<file path="config.mk">
export PLATFORM = sky130hd
export DESIGN_NAME = sysarray_mm_param
export DESIGN_NICKNAME = d
export VERILOG_FILES = /design/src/rtl/sysarray_mm_param.sv
export SDC_FILE = /design/constraint.sdc
export NUM_CORES = 2
export LEC_CHECK = 0
export BUFFER_PORTS_ARGS = -buffer_cell sky130_fd_sc_hd__buf_2
export CORE_MARGIN = 1
export CORE_UTILIZATION = 59
export CTS_CLUSTER_SIZE = 8
export DETAILED_ROUTE_END_ITERATION = 8
export PLACE_DENSITY = 0.78
export REMOVE_ABC_BUFFERS = 1
export SLEW_MARGIN = 20
export SYNTH_ARGS = -nofsm -noshare
export SYNTH_HDL_FRONTEND = slang
export SYNTH_SLANG_ARGS = --single-unit
</file>
<file path="constraint.sdc">
create_clock -name clock -period 6.35 [get_ports clock]
set_clock_uncertainty 0.2 [all_clocks]
set_input_delay 0.635 -clock clock [delete_from_list [all_inputs] [get_ports clock]]
set_output_delay 0.635 -clock clock [all_outputs]
set_load 0.02 [all_outputs]
</file>
<file path="src/rtl/sysarray_mm_param.sv">
// Parametrised NxN output-stationary systolic matrix multiplier, C = A*B (signed).
// Operands stream in as K column/row beats, are skewed internally, accumulate in
// a PE grid, then C is drained one row per handshake with backpressure.
module sysarray_mm_param #(
  parameter int N  = 3,
  parameter int DW = 8,
  parameter int AW = 32
) (
  input  logic            clock,
  input  logic            reset,
  input  logic            in_valid,
  output logic            in_ready,
  input  logic [N*DW-1:0] a_col,
  input  logic [N*DW-1:0] b_row,
  input  logic            in_last,
  output logic            out_valid,
  input  logic            out_ready,
  output logic [N*AW-1:0] out_row,
  output logic            out_last,
  output logic            busy
);

  localparam int FCW = $clog2(2 * N) + 1;
  localparam int RW  = (N > 1) ? $clog2(N) : 1;
  localparam logic [FCW-1:0] FLUSH_END = FCW'(2 * N - 1);
  localparam logic [RW-1:0]  ROW_END   = RW'(N - 1);

  typedef enum logic [1:0] {IDLE, LOAD, FLUSH, DRAIN} state_t;

  state_t         state, state_n;
  logic [FCW-1:0] fcnt, fcnt_n;
  logic [RW-1:0]  row, row_n;
  logic           accept;
  logic           clr;
  logic           mac_en;

  // skew lines: stage 0 is the injection register, row/column i is tapped at stage i
  logic signed [DW-1:0]   ska  [N][N];
  logic signed [DW-1:0]   skb  [N][N];
  // PE operand registers, accumulators and products
  logic signed [DW-1:0]   pa   [N][N];
  logic signed [DW-1:0]   pb   [N][N];
  logic signed [AW-1:0]   acc  [N][N];
  logic signed [2*DW-1:0] prod [N][N];

  assign accept = in_valid && in_ready;

  // state, flush counter and drain row register
  always_ff @(posedge clock) begin
    if (reset) begin
      state <= IDLE;
      fcnt  <= '0;
      row   <= '0;
    end else begin
      state <= state_n;
      fcnt  <= fcnt_n;
      row   <= row_n;
    end
  end

  // next-state logic and handshake/status outputs
  // Flush count 0 is the cycle the last beat sits in the injection register;
  // counts 1..2N-1 cover skew, propagation and the final MAC.
  always_comb begin
    state_n   = state;
    fcnt_n    = fcnt;
    row_n     = row;
    in_ready  = 1'b0;
    out_valid = 1'b0;
    out_last  = 1'b0;
    busy      = 1'b0;
    clr       = 1'b0;
    mac_en    = 1'b0;
    unique case (state)
      IDLE: begin
        in_ready = 1'b1;
        if (in_valid) begin
          clr     = 1'b1;
          fcnt_n  = '0;
          state_n = in_last ? FLUSH : LOAD;
        end
      end
      LOAD: begin
        in_ready = 1'b1;
        busy     = 1'b1;
        mac_en   = 1'b1;
        if (in_valid && in_last) begin
          state_n = FLUSH;
          fcnt_n  = '0;
        end
      end
      FLUSH: begin
        busy   = 1'b1;
        mac_en = 1'b1;
        if (fcnt == FLUSH_END) begin
          state_n = DRAIN;
          fcnt_n  = '0;
          row_n   = '0;
        end else begin
          fcnt_n = fcnt + FCW'(1);
        end
      end
      DRAIN: begin
        busy      = 1'b1;
        out_valid = 1'b1;
        out_last  = (row == ROW_END);
        if (out_ready) begin
          if (row == ROW_END) begin
            state_n = IDLE;
            row_n   = '0;
          end else begin
            row_n = row + RW'(1);
          end
        end
      end
      default: state_n = IDLE;
    endcase
    if (reset) begin
      in_ready  = 1'b0;
      out_valid = 1'b0;
      out_last  = 1'b0;
      busy      = 1'b0;
      clr       = 1'b0;
    end
  end

  // operand injection (zeros when no beat is taken) and skew delay lines
  always_ff @(posedge clock) begin
    if (reset) begin
      for (int unsigned i = 0; i < N; i++) begin
        for (int unsigned d = 0; d < N; d++) begin
          ska[i][d] <= '0;
          skb[i][d] <= '0;
        end
      end
    end else begin
      for (int unsigned i = 0; i < N; i++) begin
        ska[i][0] <= accept ? a_col[i*DW +: DW] : '0;
        skb[i][0] <= accept ? b_row[i*DW +: DW] : '0;
        for (int unsigned d = 1; d < N; d++) begin
          ska[i][d] <= ska[i][d-1];
          skb[i][d] <= skb[i][d-1];
        end
      end
    end
  end

  // full-width signed product of each PE's operand pair
  always_comb begin
    for (int unsigned i = 0; i < N; i++) begin
      for (int unsigned j = 0; j < N; j++) begin
        prod[i][j] = pa[i][j] * pb[i][j];
      end
    end
  end

  // PE grid: pass a right and b down, accumulate modulo 2^AW
  always_ff @(posedge clock) begin
    if (reset) begin
      for (int unsigned i = 0; i < N; i++) begin
        for (int unsigned j = 0; j < N; j++) begin
          pa[i][j]  <= '0;
          pb[i][j]  <= '0;
          acc[i][j] <= '0;
        end
      end
    end else begin
      for (int unsigned i = 0; i < N; i++) begin
        pa[i][0] <= ska[i][i];
        pb[0][i] <= skb[i][i];
        for (int unsigned j = 1; j < N; j++) begin
          pa[i][j] <= pa[i][j-1];
          pb[j][i] <= pb[j-1][i];
        end
      end
      for (int unsigned i = 0; i < N; i++) begin
        for (int unsigned j = 0; j < N; j++) begin
          if (clr) begin
            acc[i][j] <= '0;
          end else if (mac_en) begin
            acc[i][j] <= acc[i][j] + AW'(prod[i][j]);
          end
        end
      end
    end
  end

  // present the selected row of C while draining
  always_comb begin
    out_row = '0;
    if (out_valid) begin
      for (int unsigned j = 0; j < N; j++) begin
        out_row[j*AW +: AW] = acc[row][j];
      end
    end
  end

endmodule

</file>
==> flow_metrics.tcl <==
set metrics [dict create \
    slew_headroom 0.303 \
    dp_hpwl_um 127000 \
    seqPwrFrac 0.314 \
    worstPathArrival_ns 6.40 \
    fin_crit_sh 0.976 \
    fin_setup_tns_ns 0 \
    nets 8514 \
    whs_ns 0.0335 \
    stdcell_count 8167 \
    status "finished, final reports clean" \
    die_area_um2 115000 \
    drc 0 \
    grt-ovfl-total 0 \
    grt_usage 0.290 \
    hp-class "input port to flop" \
    dp_cells 7970 \
    avgSynthCellArea_um2 10.6 \
    die_h_um 339 \
    swShare 0.425 \
    start_util 0.595 \
    drive_gt1_frac 0.0783 \
    cts_buffers 82 \
    synth_edf_count 288 \
    p_clk_frac 0.230 \
    setup_violations 0 \
    cts-root-buf "clkbuf_16" \
    p_leak_nw 37.9 \
    multi_input_area_um2 49300 \
    dr.pass1.iters 6 \
    io_pins 153 \
    min_period_ns 6.20 \
    port_buffers 152 \
    drtAntennaViolNets 0 \
    wirelength_um 160000 \
    yosysSeqAreaShare 0.204 \
    clk_pin_slew_worst_paths_ns 0.05 \
    r2r_setup_slack_ns 0.15 \
    regArea_um2 13700 \
    synth_seq_cells 538 \
    p_per_area_nw_per_um2 260 \
    design_area_um2 73400 \
    worstPathMaxFanout 7 \
    vias 46300 \
    drt_iter0_markers 3168 \
    yosys_warnings 0 \
    fmax_mhz 161 \
    combPwrFrac 0.456 \
    die_w_um 339 \
    coreArea_um2 112000 \
    grt_pass1_vias 49800 \
    fillers 8431 \
    max_cap_viol_count 0 \
    crit_required_ns 6.55 \
    cts_max_level 3 \
    synthToLayoutAreaGrowth_pct 9.76 \
    power_switching_w 0.00812 \
    ys_types 77 \
    clkLatencyLatePin_ns 0.69 \
    via_per_inst 5.66 \
    cts_buffer_depth 3 \
    synthArstFlopShare 0 \
    synth_flop_cell "edfxtp_1" \
    slew_viol_final 0 \
    criticalPathCategory "flop to flop" \
    worst_pin_slew_ns 1.04 \
    wire_per_inst_um 19.6 \
    cts_tree "yes" \
    grt_pass1_wl_um 264000 \
    rows 123 \
    place_congestion 0.920 \
    p_int_w 0.0110 \
    clock_sinks 538 \
    antenna_found_initial 4 \
    place_area_um2 70200 \
    netlist_area_um2 66900 \
    grt_max_degree 129 \
    utilization 0.653 \
    critPathLaunchType "flop" \
    vdd_drop_max_uv 246 \
    hold_violations 0 \
    synth_cells 6322 \
    endpoint_kind "flop" \
]
## registers in the layout (all words and copies together) (netlist names), named ones only
name and cells:
pb 72, state 2, row 2, skb 48
acc 288, ska 72, fcnt 4, pa 48
## layout make-up
cell class	instances	area share
Antenna cell	2	0.0000682
Clock buffer	133	0.0318
Clock inverter	15	0.00307
Inverter	943	0.0485
Multi-Input combinational cell	4688	0.672
Sequential cell	538	0.186
Tap cell	1500	0.0256
Timing Repair Buffer	348	0.0328
## path summary, 6_finish.rpt
path,startpoint,endpoint,cells past startpoint
worst max register to register,pb[0][66],acc[2][95],18
worst min register to register,skb[0][47],skb[0][39],1
worst max-delay path,pb[0][66],acc[2][95],18
worst min-delay path,b_row[14],skb[0][46],2
## power by group through the flow
stage | registers, W | clock network [W] | logic, W
floorplan | 0.00570 | 0 | 0.00639
global placement | 0.00604 | 0 | 0.00821
detailed placement | 0.00607 | 0 | 0.00854
CTS | 0.00601 | 0.00445 | 0.00873
global route | 0.00614 | 0.00458 | 0.00996
finish | 0.00600 | 0.00439 | 0.00872
## per-stage QoR
stage,power [W],setup WS (ns)
5_1_grt,0.0207,-0.0353
4_1_cts,0.0192,0.0273
3_5_place_dp,0.0146,-0.0870
6_report,0.0191,0.152
3_3_place_gp,0.0142,-0.0233
2_1_floorplan,0.0121,-0.346
## cell usage after synthesis (6+ instances only)
cell type / number / area share
xnor2_1: 163 / 0.021
a311oi_1: 9 / 0.0012
and2_1: 355 / 0.033
o21ai_1: 8 / 0.00060
a211oi_1: 80 / 0.0090
o21ai_0: 120 / 0.0090
and4_1: 7 / 0.00092
a211o_1: 8 / 0.0010
o21bai_1: 31 / 0.0035
and3_1: 64 / 0.0060
a21oi_1: 272 / 0.020
nor2b_1: 224 / 0.021
a31o_2: 6 / 0.00079
dfxtp_1: 250 / 0.075
o21a_1: 36 / 0.0040
clkinv_1: 9 / 0.00051
xor2_1: 92 / 0.012
or2_2: 10 / 0.00094
fa_1: 1224 / 0.37
or3_1: 10 / 0.00094
nor3b_1: 9 / 0.0010
o31ai_1: 10 / 0.0011
a31oi_1: 23 / 0.0022
buf_1: 14 / 0.00079
edfxtp_1: 288 / 0.13
nand4_1: 20 / 0.0019
clkbuf_1: 138 / 0.0077
nand2b_1: 46 / 0.0043
o211ai_1: 13 / 0.0015
inv_1: 934 / 0.052
nor2_1: 530 / 0.030
o211a_1: 6 / 0.00090
nand3_1: 34 / 0.0025
a21o_1: 95 / 0.011
ha_1: 636 / 0.12
mux2i_1: 87 / 0.013
a221o_1: 6 / 0.00090
a2111oi_0: 7 / 0.00092
nand2_1: 322 / 0.018
nor3_1: 56 / 0.0042
## placed cells by master, fill, tap and decap left out, drive strengths merged, types with 21 or more instances in the layout
cell	n
a31oi	23
ha	636
nand3	34
o21a	36
nand2	322
and3	64
dlygate4sd3	37
o21ai	129
and2	355
fa	1224
nand2b	46
xor2	92
dfxtp	250
clkbuf	133
o21bai	31
inv	932
clkinv	21
nor2b	224
nor2	530
buf	311
a211oi	81
mux2i	87
edfxtp	288
a21o	95
xnor2	163
nor3	56
a21oi	273
## cell families after synthesis
kind of cell,count (synthesis),synth area share
XOR/XNOR,255,0.0334
AND/OR/NAND/NOR,1704,0.127
AO/OA/AOI/OAI,782,0.0757
flip-flops,538,0.204
multiplexers,87,0.0130
buffers and inverters,1096,0.0615
adder cells (fa/ha/maj),1860,0.485
## per-layer routing
metal,global-route usage,share of wire
met5,0,0
met4,0.104,0.036
met3,0.0322,0.059
met2,0.485,0.49
met1,0.392,0.41
## critical path, cell delays in order (launching register included)
cell and delay [ns]:
dfxtp_1 0.46, nand2_1 0.21, fa_2 0.60, fa_2 0.65, clkinvlp_4 0.21, buf_4 0.25
fa_1 0.50, fa_1 0.42, ha_1 0.28, ha_1 0.31, and3_1 0.20, and3_1 0.21
nor3b_1 0.29, nand3_1 0.25, a21oi_2 0.26, o21bai_1 0.13, a31oi_2 0.27, o21a_1 0.15
nor3_1 0.05
## repair_timing
action	4_1_cts	5_1_grt
gates resized for setup	5	70
endpoints found under the setup margin	10	49
buffers inserted	0	10
endpoints found under the hold margin	37	0
hold buffers	37	0
pin swaps	0	3
cloned	0	0
(Power assumes the default switching activity.)
